File: config.mk
export PLATFORM = sky130hd
export DESIGN_NAME = ss_generator
export DESIGN_NICKNAME = d
export VERILOG_FILES = /design/src/rtl/ss_generator.sv
export SDC_FILE = /design/constraint.sdc
export NUM_CORES = 1
export LEC_CHECK = 0
export CAP_MARGIN = 0
export CORE_ASPECT_RATIO = 0.8
export CORE_UTILIZATION = 50
export CTS_CLUSTER_DIAMETER = 150
export DETAILED_ROUTE_END_ITERATION = 12
export PLACE_DENSITY = 0.78
export RECOVER_POWER = 50
export SYNTH_ARGS = -nofsm -noshare
export SYNTH_HDL_FRONTEND = slang
export SYNTH_SLANG_ARGS = --single-unit
File: constraint.sdc
create_clock -name clock -period 6.5 [get_ports clock]
set_clock_uncertainty 0.1 [all_clocks]
set_input_delay 1.625 -clock clock [delete_from_list [all_inputs] [get_ports clock]]
set_output_delay 1.625 -clock clock [all_outputs]
set_load 0.03 [all_outputs]
File: src/rtl/ss_generator.sv
// Serial sequence generator: captures a pattern on start and shifts it out MSB-first,
// optionally repeating it with an idle gap between copies, then pulses done.
module ss_generator #(
  parameter int PAT_WIDTH = 8,
  parameter int CNT_WIDTH = 4
) (
  input  logic                 clock,
  input  logic                 reset,
  input  logic                 start,
  input  logic [PAT_WIDTH-1:0] pattern,
  input  logic [CNT_WIDTH-1:0] repeat_cnt,
  input  logic [CNT_WIDTH-1:0] gap,
  output logic                 out,
  output logic                 valid,
  output logic                 busy,
  output logic                 done
);

  localparam int BW = (PAT_WIDTH > 2) ? $clog2(PAT_WIDTH) : 1;
  localparam logic [BW-1:0] LAST_BIT = BW'(PAT_WIDTH - 1);

  localparam logic [1:0] IDLE  = 2'd0;
  localparam logic [1:0] SHIFT = 2'd1;
  localparam logic [1:0] GAP   = 2'd2;
  localparam logic [1:0] DONE  = 2'd3;

  logic [1:0]           r_state;
  logic [PAT_WIDTH-1:0] r_pattern;
  logic [PAT_WIDTH-1:0] r_shift;
  logic [BW-1:0]        r_bitCnt;
  logic [CNT_WIDTH-1:0] r_copyCnt;
  logic [CNT_WIDTH-1:0] r_gapReload;
  logic [CNT_WIDTH-1:0] r_gapCnt;
  logic                 r_out;
  logic                 r_valid;
  logic                 r_busy;
  logic                 r_done;

  // r_shift holds the bits still to be sent; the bit on r_out was already taken from its MSB.
  // r_bitCnt is the index of the bit currently on the line, counting down to 0.
  always_ff @(posedge clock) begin
    if (!reset) begin
      r_state     <= IDLE;
      r_pattern   <= '0;
      r_shift     <= '0;
      r_bitCnt    <= '0;
      r_copyCnt   <= '0;
      r_gapReload <= '0;
      r_gapCnt    <= '0;
      r_out       <= 1'b0;
      r_valid     <= 1'b0;
      r_busy      <= 1'b0;
      r_done      <= 1'b0;
    end else begin
      r_done <= 1'b0;
      case (r_state)
        IDLE: begin
          r_out   <= 1'b0;
          r_valid <= 1'b0;
          r_busy  <= 1'b0;
          if (start) begin
            r_pattern   <= pattern;
            r_copyCnt   <= repeat_cnt;
            r_gapReload <= gap;
            r_shift     <= {pattern[PAT_WIDTH-2:0], 1'b0};
            r_out       <= pattern[PAT_WIDTH-1];
            r_valid     <= 1'b1;
            r_busy      <= 1'b1;
            r_bitCnt    <= LAST_BIT;
            r_state     <= SHIFT;
          end
        end

        SHIFT: begin
          if (r_bitCnt != '0) begin
            r_out    <= r_shift[PAT_WIDTH-1];
            r_shift  <= {r_shift[PAT_WIDTH-2:0], 1'b0};
            r_bitCnt <= r_bitCnt - BW'(1);
          end else if (r_copyCnt == '0) begin
            r_out   <= 1'b0;
            r_valid <= 1'b0;
            r_busy  <= 1'b0;
            r_done  <= 1'b1;
            r_state <= DONE;
          end else begin
            r_copyCnt <= r_copyCnt - CNT_WIDTH'(1);
            if (r_gapReload == '0) begin
              r_out    <= r_pattern[PAT_WIDTH-1];
              r_shift  <= {r_pattern[PAT_WIDTH-2:0], 1'b0};
              r_bitCnt <= LAST_BIT;
            end else begin
              r_out    <= 1'b0;
              r_valid  <= 1'b0;
              r_gapCnt <= r_gapReload - CNT_WIDTH'(1);
              r_state  <= GAP;
            end
          end
        end

        // r_gapCnt counts down the gap cycles still to show after the current one.
        GAP: begin
          if (r_gapCnt == '0) begin
            r_out    <= r_pattern[PAT_WIDTH-1];
            r_valid  <= 1'b1;
            r_shift  <= {r_pattern[PAT_WIDTH-2:0], 1'b0};
            r_bitCnt <= LAST_BIT;
            r_state  <= SHIFT;
          end else begin
            r_gapCnt <= r_gapCnt - CNT_WIDTH'(1);
          end
        end

        DONE: begin
          r_out   <= 1'b0;
          r_valid <= 1'b0;
          r_busy  <= 1'b0;
          r_state <= IDLE;
        end

        default: r_state <= IDLE;
      endcase
    end
  end

  assign out   = r_out;
  assign valid = r_valid;
  assign busy  = r_busy;
  assign done  = r_done;

endmodule

==> results <==
- The post-CTS setup buffer count is 0.
- By startpoint and endpoint, the worst setup path is classified as in2reg.
- The maximum number of pins on one net before global-route repair is 33.
- The part of the power in combinational logic is 52.3%.
- The netlist area before placement is 0.00197 mm^2.
- In this run the worst hold path is classified as reg2reg.
- The number of library cell types mapped by synthesis is 53.
- The area added between synthesis and finish is 14.3%.
- The number of enable flip-flop cells after synthesis is 0.
- The measured slew at the worst slew-check pin is 1860 ps.
- The setup check on the worst reg-to-reg path leaves a slack of 2950 ps.
- The first global-routing pass estimated 6980 um of wire.
- In this run the number of H-tree levels came out at 2.
- The arrival time at the worst endpoint is 3880 ps.
- The floorplan step defined a die boundary enclosing 0.00420 mm^2.
- The share of total power dissipated in the clock network is 15.2%.
- The flow ran to the end, but the final reports show violations.
- The number of gates resized after CTS was 0.
- The delay contributed by the slowest stage of the critical path is 640 ps.
- TritonCTS built the clock tree.
- In the final design database the tool counted 278 nets.
- Counting every sink on the clock net gives 36.
- The number of antenna violations at the first check in global routing came to 0.
- The final hold violation count is 0.
- The prevailing post-synth register cell is sky130_fd_sc_hd__dfxtp_1.
- During I/O placement, the number of pins put on the boundary was 23.
- The total congestion overflow is 0.
- The clock-pin transition on the worst setup and hold timing paths is 70 ps.
- The power spent charging and discharging nets is 0.000473 W.
- The checks that failed: max-capacitance violations, max-slew violations.
- The maximum achievable frequency is 266 MHz.
- The detailed router finished its first iteration with 99 violations.
- Measured in cells, the most critical reg-to-reg path has a length of 6.
- In this design, the largest share of critical-path delay is due to compound AO/OA/AOI/OAI gates.
- After synthesis, the largest family of logic cells by area is compound AO/OA/AOI/OAI gates.
- After detailed routing, the number of vias per cell comes to 5.59.
- In this run the standard cell core region covers 0.00378 mm^2.
- The repair_antennas step left the layout with diodes totalling 0.
- The synthesized netlist devotes 23.1% of its cell area to simple gates.
- The final layout contains routed wiring with a total length of 4180 um.
- The adder-cell share of the synthesized area is 5.71%.
- The static leakage power is 0.856 nW.
- Along the worst path, the maximum fanout reaches 16.
- STA classifies the critical path startpoint as an input port.
- The first detailed-routing pass took 4 iterations.
- Cells fill 59.7% of the core in the end.
- The startpoint identified for the worst hold timing path is r_shift[2].
- In the final routed layout, each cell accounts on average for 13.7 um.
- The count of fill cells added during filler insertion is 354.
- Setup repair after global routing left no endpoint under its margin.
- Counting flops with an async set or reset pin after synthesis yields a share of 0%.
- The clock insertion delay at the later pin of the skew report is 290 ps.
- Measured against the total synthesized area, the mux share comes to 3.04%.
- STA puts the critical path data required time at 6610 ps.
- Of the total power, the share spent switching nets is 43.3%.
- For this run, design rule violations remaining after detail routing come to 0.
- The detail route stage leaves a number of antenna-violating nets equal to 0.
- The internal power consumption is 0.000620 W.
- The sum of negative setup slack is 0 ps.
- Traced cell by cell, the critical path runs through clkdlybuf4s50_1 -> and2b_1 -> nor3_4 -> o21ai_0 -> a211o_1 -> a21oi_1.
- The routability-driven placement congestion ratio is 0.874.
- The final critical-path share of the clock period is 57.9%.
- The number of buffers added to fix hold violations after cts is 0.
- Input and output buffers added on the ports amount to 22.
- Synthesis inferred 36 register bits.
- The number of pins exceeding their max-slew limit in the final report is 17.
- TritonCTS created 5 clock buffers.
- For this design the ratio of total power to cell area is 485 mW/mm^2.
- Counting along the longest clock path gives a buffer depth of 2.
- Cells with a size suffix above 1 make up 5.98% of the layout.
- The XOR/XNOR share of the synthesized area is 0%.
- Synthesis produced a netlist whose cell count is 234.
- The maximum vdd ir drop is 0.241 mV.
- The fraction of the mapped netlist area in compound gates is 25.8%.
- The startpoint of the worst register-to-register path is r_state[1].
- For this run, the total global-route usage over all layers was measured as 21.8%.
- The number of buffers and inverters on the critical path is 1.
- The total setup violations reported at the end of the flow is 0.
- The type of destination of the critical path is a flop.
- After legalization and detailed placement, the total HPWL measured 2870 um.
- During synthesis, Yosys emitted a total of 0 warnings.
- Counting every net in the synthesized netlist gives 262.
- Once the floorplan was initialized, standard cells occupied 52.2% of the core.
- The cell count of the worst hold path is 2.
- The clock root buffer is sky130_fd_sc_hd__clkbuf_8.
- The destination of the worst hold path is r_shift[2].
- The minimum clock period after layout is 3760 ps.
- The y dimension of the die is 58.2 um.
- The number of global-route vias before repair is 1,544.
- The register share of total power is 32.5%.
- The highest-delay cell along the critical path is sky130_fd_sc_hd__o21ai_0.
- The endpoint identified for the worst register-to-register timing path is r_bitCnt[2].
- In this run the tightest slew margin relative to its limit is -25.5%.
- The average cell area after synthesis is 8.43 um^2.
- Row generation in the floorplan step produced 20 rows.
- The count of maximum capacitance violations is 1.
- The share of the yosys chip area belonging to registers is 36.5%.
- The routed layout has 1,711 vias.
- The floorplan die width is 72.2 um.
- The design draws 0.00109 W.
[worst reg2reg max path, stage by stage (launching register included)]
cell and delay (ps):
sky130_fd_sc_hd__dfxtp_1 350, sky130_fd_sc_hd__inv_1 110, sky130_fd_sc_hd__ha_1 690, sky130_fd_sc_hd__nand3b_1 320
sky130_fd_sc_hd__o21ai_0 1490, sky130_fd_sc_hd__nor2_1 120, sky130_fd_sc_hd__o211a_1 270
[through the flow]
step / cell area [um^2] / worst slack (ps) / instances / hold WS [ps]
global route: 2250 / 2540 / 306 / 380
floorplan: 1970 / 3790 / 234 / 329
global placement: 2180 / 3080 / 298 / 341
CTS: 2270 / 3360 / 306 / 357
finish: 2250 / 2740 / 306 / 355
detailed placement: 2180 / 3040 / 298 / 346
[cells by family (layout without fill, tap and decap cells)]
family | count (synthesis) | count (layout)
mux | 6 | 6
compound gates | 72 | 72
simple gates | 90 | 90
buf+inv | 21 | 38
fa+ha+maj | 9 | 9
flops | 36 | 36
[layout make-up]
class	count	area, um^2	share of cell area, %
clock inverter	1	7.51	0.333
multi-input combinational	177	1120	49.7
inverter	8	30.0	1.33
tap	55	68.8	3.05
sequential	36	721	32.0
clock buffer	7	86.3	3.83
timing repair buffer	22	220	9.77
[routing by layer]
layer	global-route usage (%)	vias to the layer above	share of wire, %
li1	-	875	-
met1	28.8	795	50
met2	33.5	35	45
met3	4.87	6	2.8
met4	11.2	0	1.7
met5	0	-	0
[registers in the layout, indices dropped and copies added (netlist names)]
name,flops
r_pattern,8
done,1
valid,1
r_state,2
r_gapReload,4
r_copyCnt,4
r_gapCnt,4
r_bitCnt,3
busy,1
r_shift,7
out,1
[synthesized netlist by cell type, types with 2 or more instances]
| master | count | area [um^2] |
|---|---|---|
| sky130_fd_sc_hd__a211o_1 | 9 | 78.8 |
| sky130_fd_sc_hd__a211oi_1 | 4 | 30.0 |
| sky130_fd_sc_hd__a211oi_2 | 2 | 25.0 |
| sky130_fd_sc_hd__a21oi_1 | 25 | 125 |
| sky130_fd_sc_hd__a22oi_1 | 9 | 67.6 |
| sky130_fd_sc_hd__a311oi_1 | 2 | 17.5 |
| sky130_fd_sc_hd__a31oi_1 | 3 | 18.8 |
| sky130_fd_sc_hd__and2_1 | 2 | 12.5 |
| sky130_fd_sc_hd__buf_6 | 2 | 22.5 |
| sky130_fd_sc_hd__clkbuf_1 | 7 | 26.3 |
| sky130_fd_sc_hd__dfxtp_1 | 36 | 721 |
| sky130_fd_sc_hd__ha_1 | 9 | 113 |
| sky130_fd_sc_hd__inv_1 | 8 | 30.0 |
| sky130_fd_sc_hd__mux2i_1 | 6 | 60.1 |
| sky130_fd_sc_hd__nand2_1 | 38 | 143 |
| sky130_fd_sc_hd__nand2b_1 | 4 | 25.0 |
| sky130_fd_sc_hd__nand4_1 | 2 | 12.5 |
| sky130_fd_sc_hd__nor2_1 | 18 | 67.6 |
| sky130_fd_sc_hd__nor2b_1 | 3 | 18.8 |
| sky130_fd_sc_hd__nor3_1 | 4 | 20.0 |
| sky130_fd_sc_hd__nor4_1 | 2 | 12.5 |
| sky130_fd_sc_hd__o21ai_0 | 6 | 30.0 |
| sky130_fd_sc_hd__o31ai_1 | 2 | 15.0 |
| sky130_fd_sc_hd__or3_1 | 2 | 12.5 |
[worst max path at each step]
stage	cells after the start	startpoint	endpoint	slack (ps)
6_report	6	start	r_shift[7]	2740
5_1_grt	6	start	r_shift[2]	2540
4_1_cts	6	start	r_shift[7]	3360
3_5_place_dp	6	start	r_shift[7]	3040
3_3_place_gp	6	start	r_shift[2]	3080
2_1_floorplan	5	start	r_copyCnt[0]	3790
[placed cells by master, fill, tap and decap left out, drive strengths merged, types with 2 or more instances in the layout]
cell / n
a211o: 9
a211oi: 6
a21oi: 25
a22oi: 9
a311oi: 3
a31oi: 3
and2: 3
and2b: 2
clkbuf: 7
clkdlybuf4s50: 17
dfxtp: 36
dlygate4sd3: 5
ha: 9
inv: 8
mux2i: 6
nand2: 38
nand2b: 4
nand4: 2
nor2: 18
nor2b: 3
nor3: 6
nor4: 2
o21ai: 7
o31ai: 2
or3: 2
[power by group through the flow]
stage	clock [W]	sequential, W	combinational, W
global placement	0	0.000358	0.000567
finish	0.000166	0.000356	0.000572
detailed placement	0	0.000359	0.000579
global route	0.000177	0.000365	0.000637
floorplan	0	0.000358	0.000478
CTS	0.000170	0.000355	0.000583
Power figures use the tool's default switching activity.
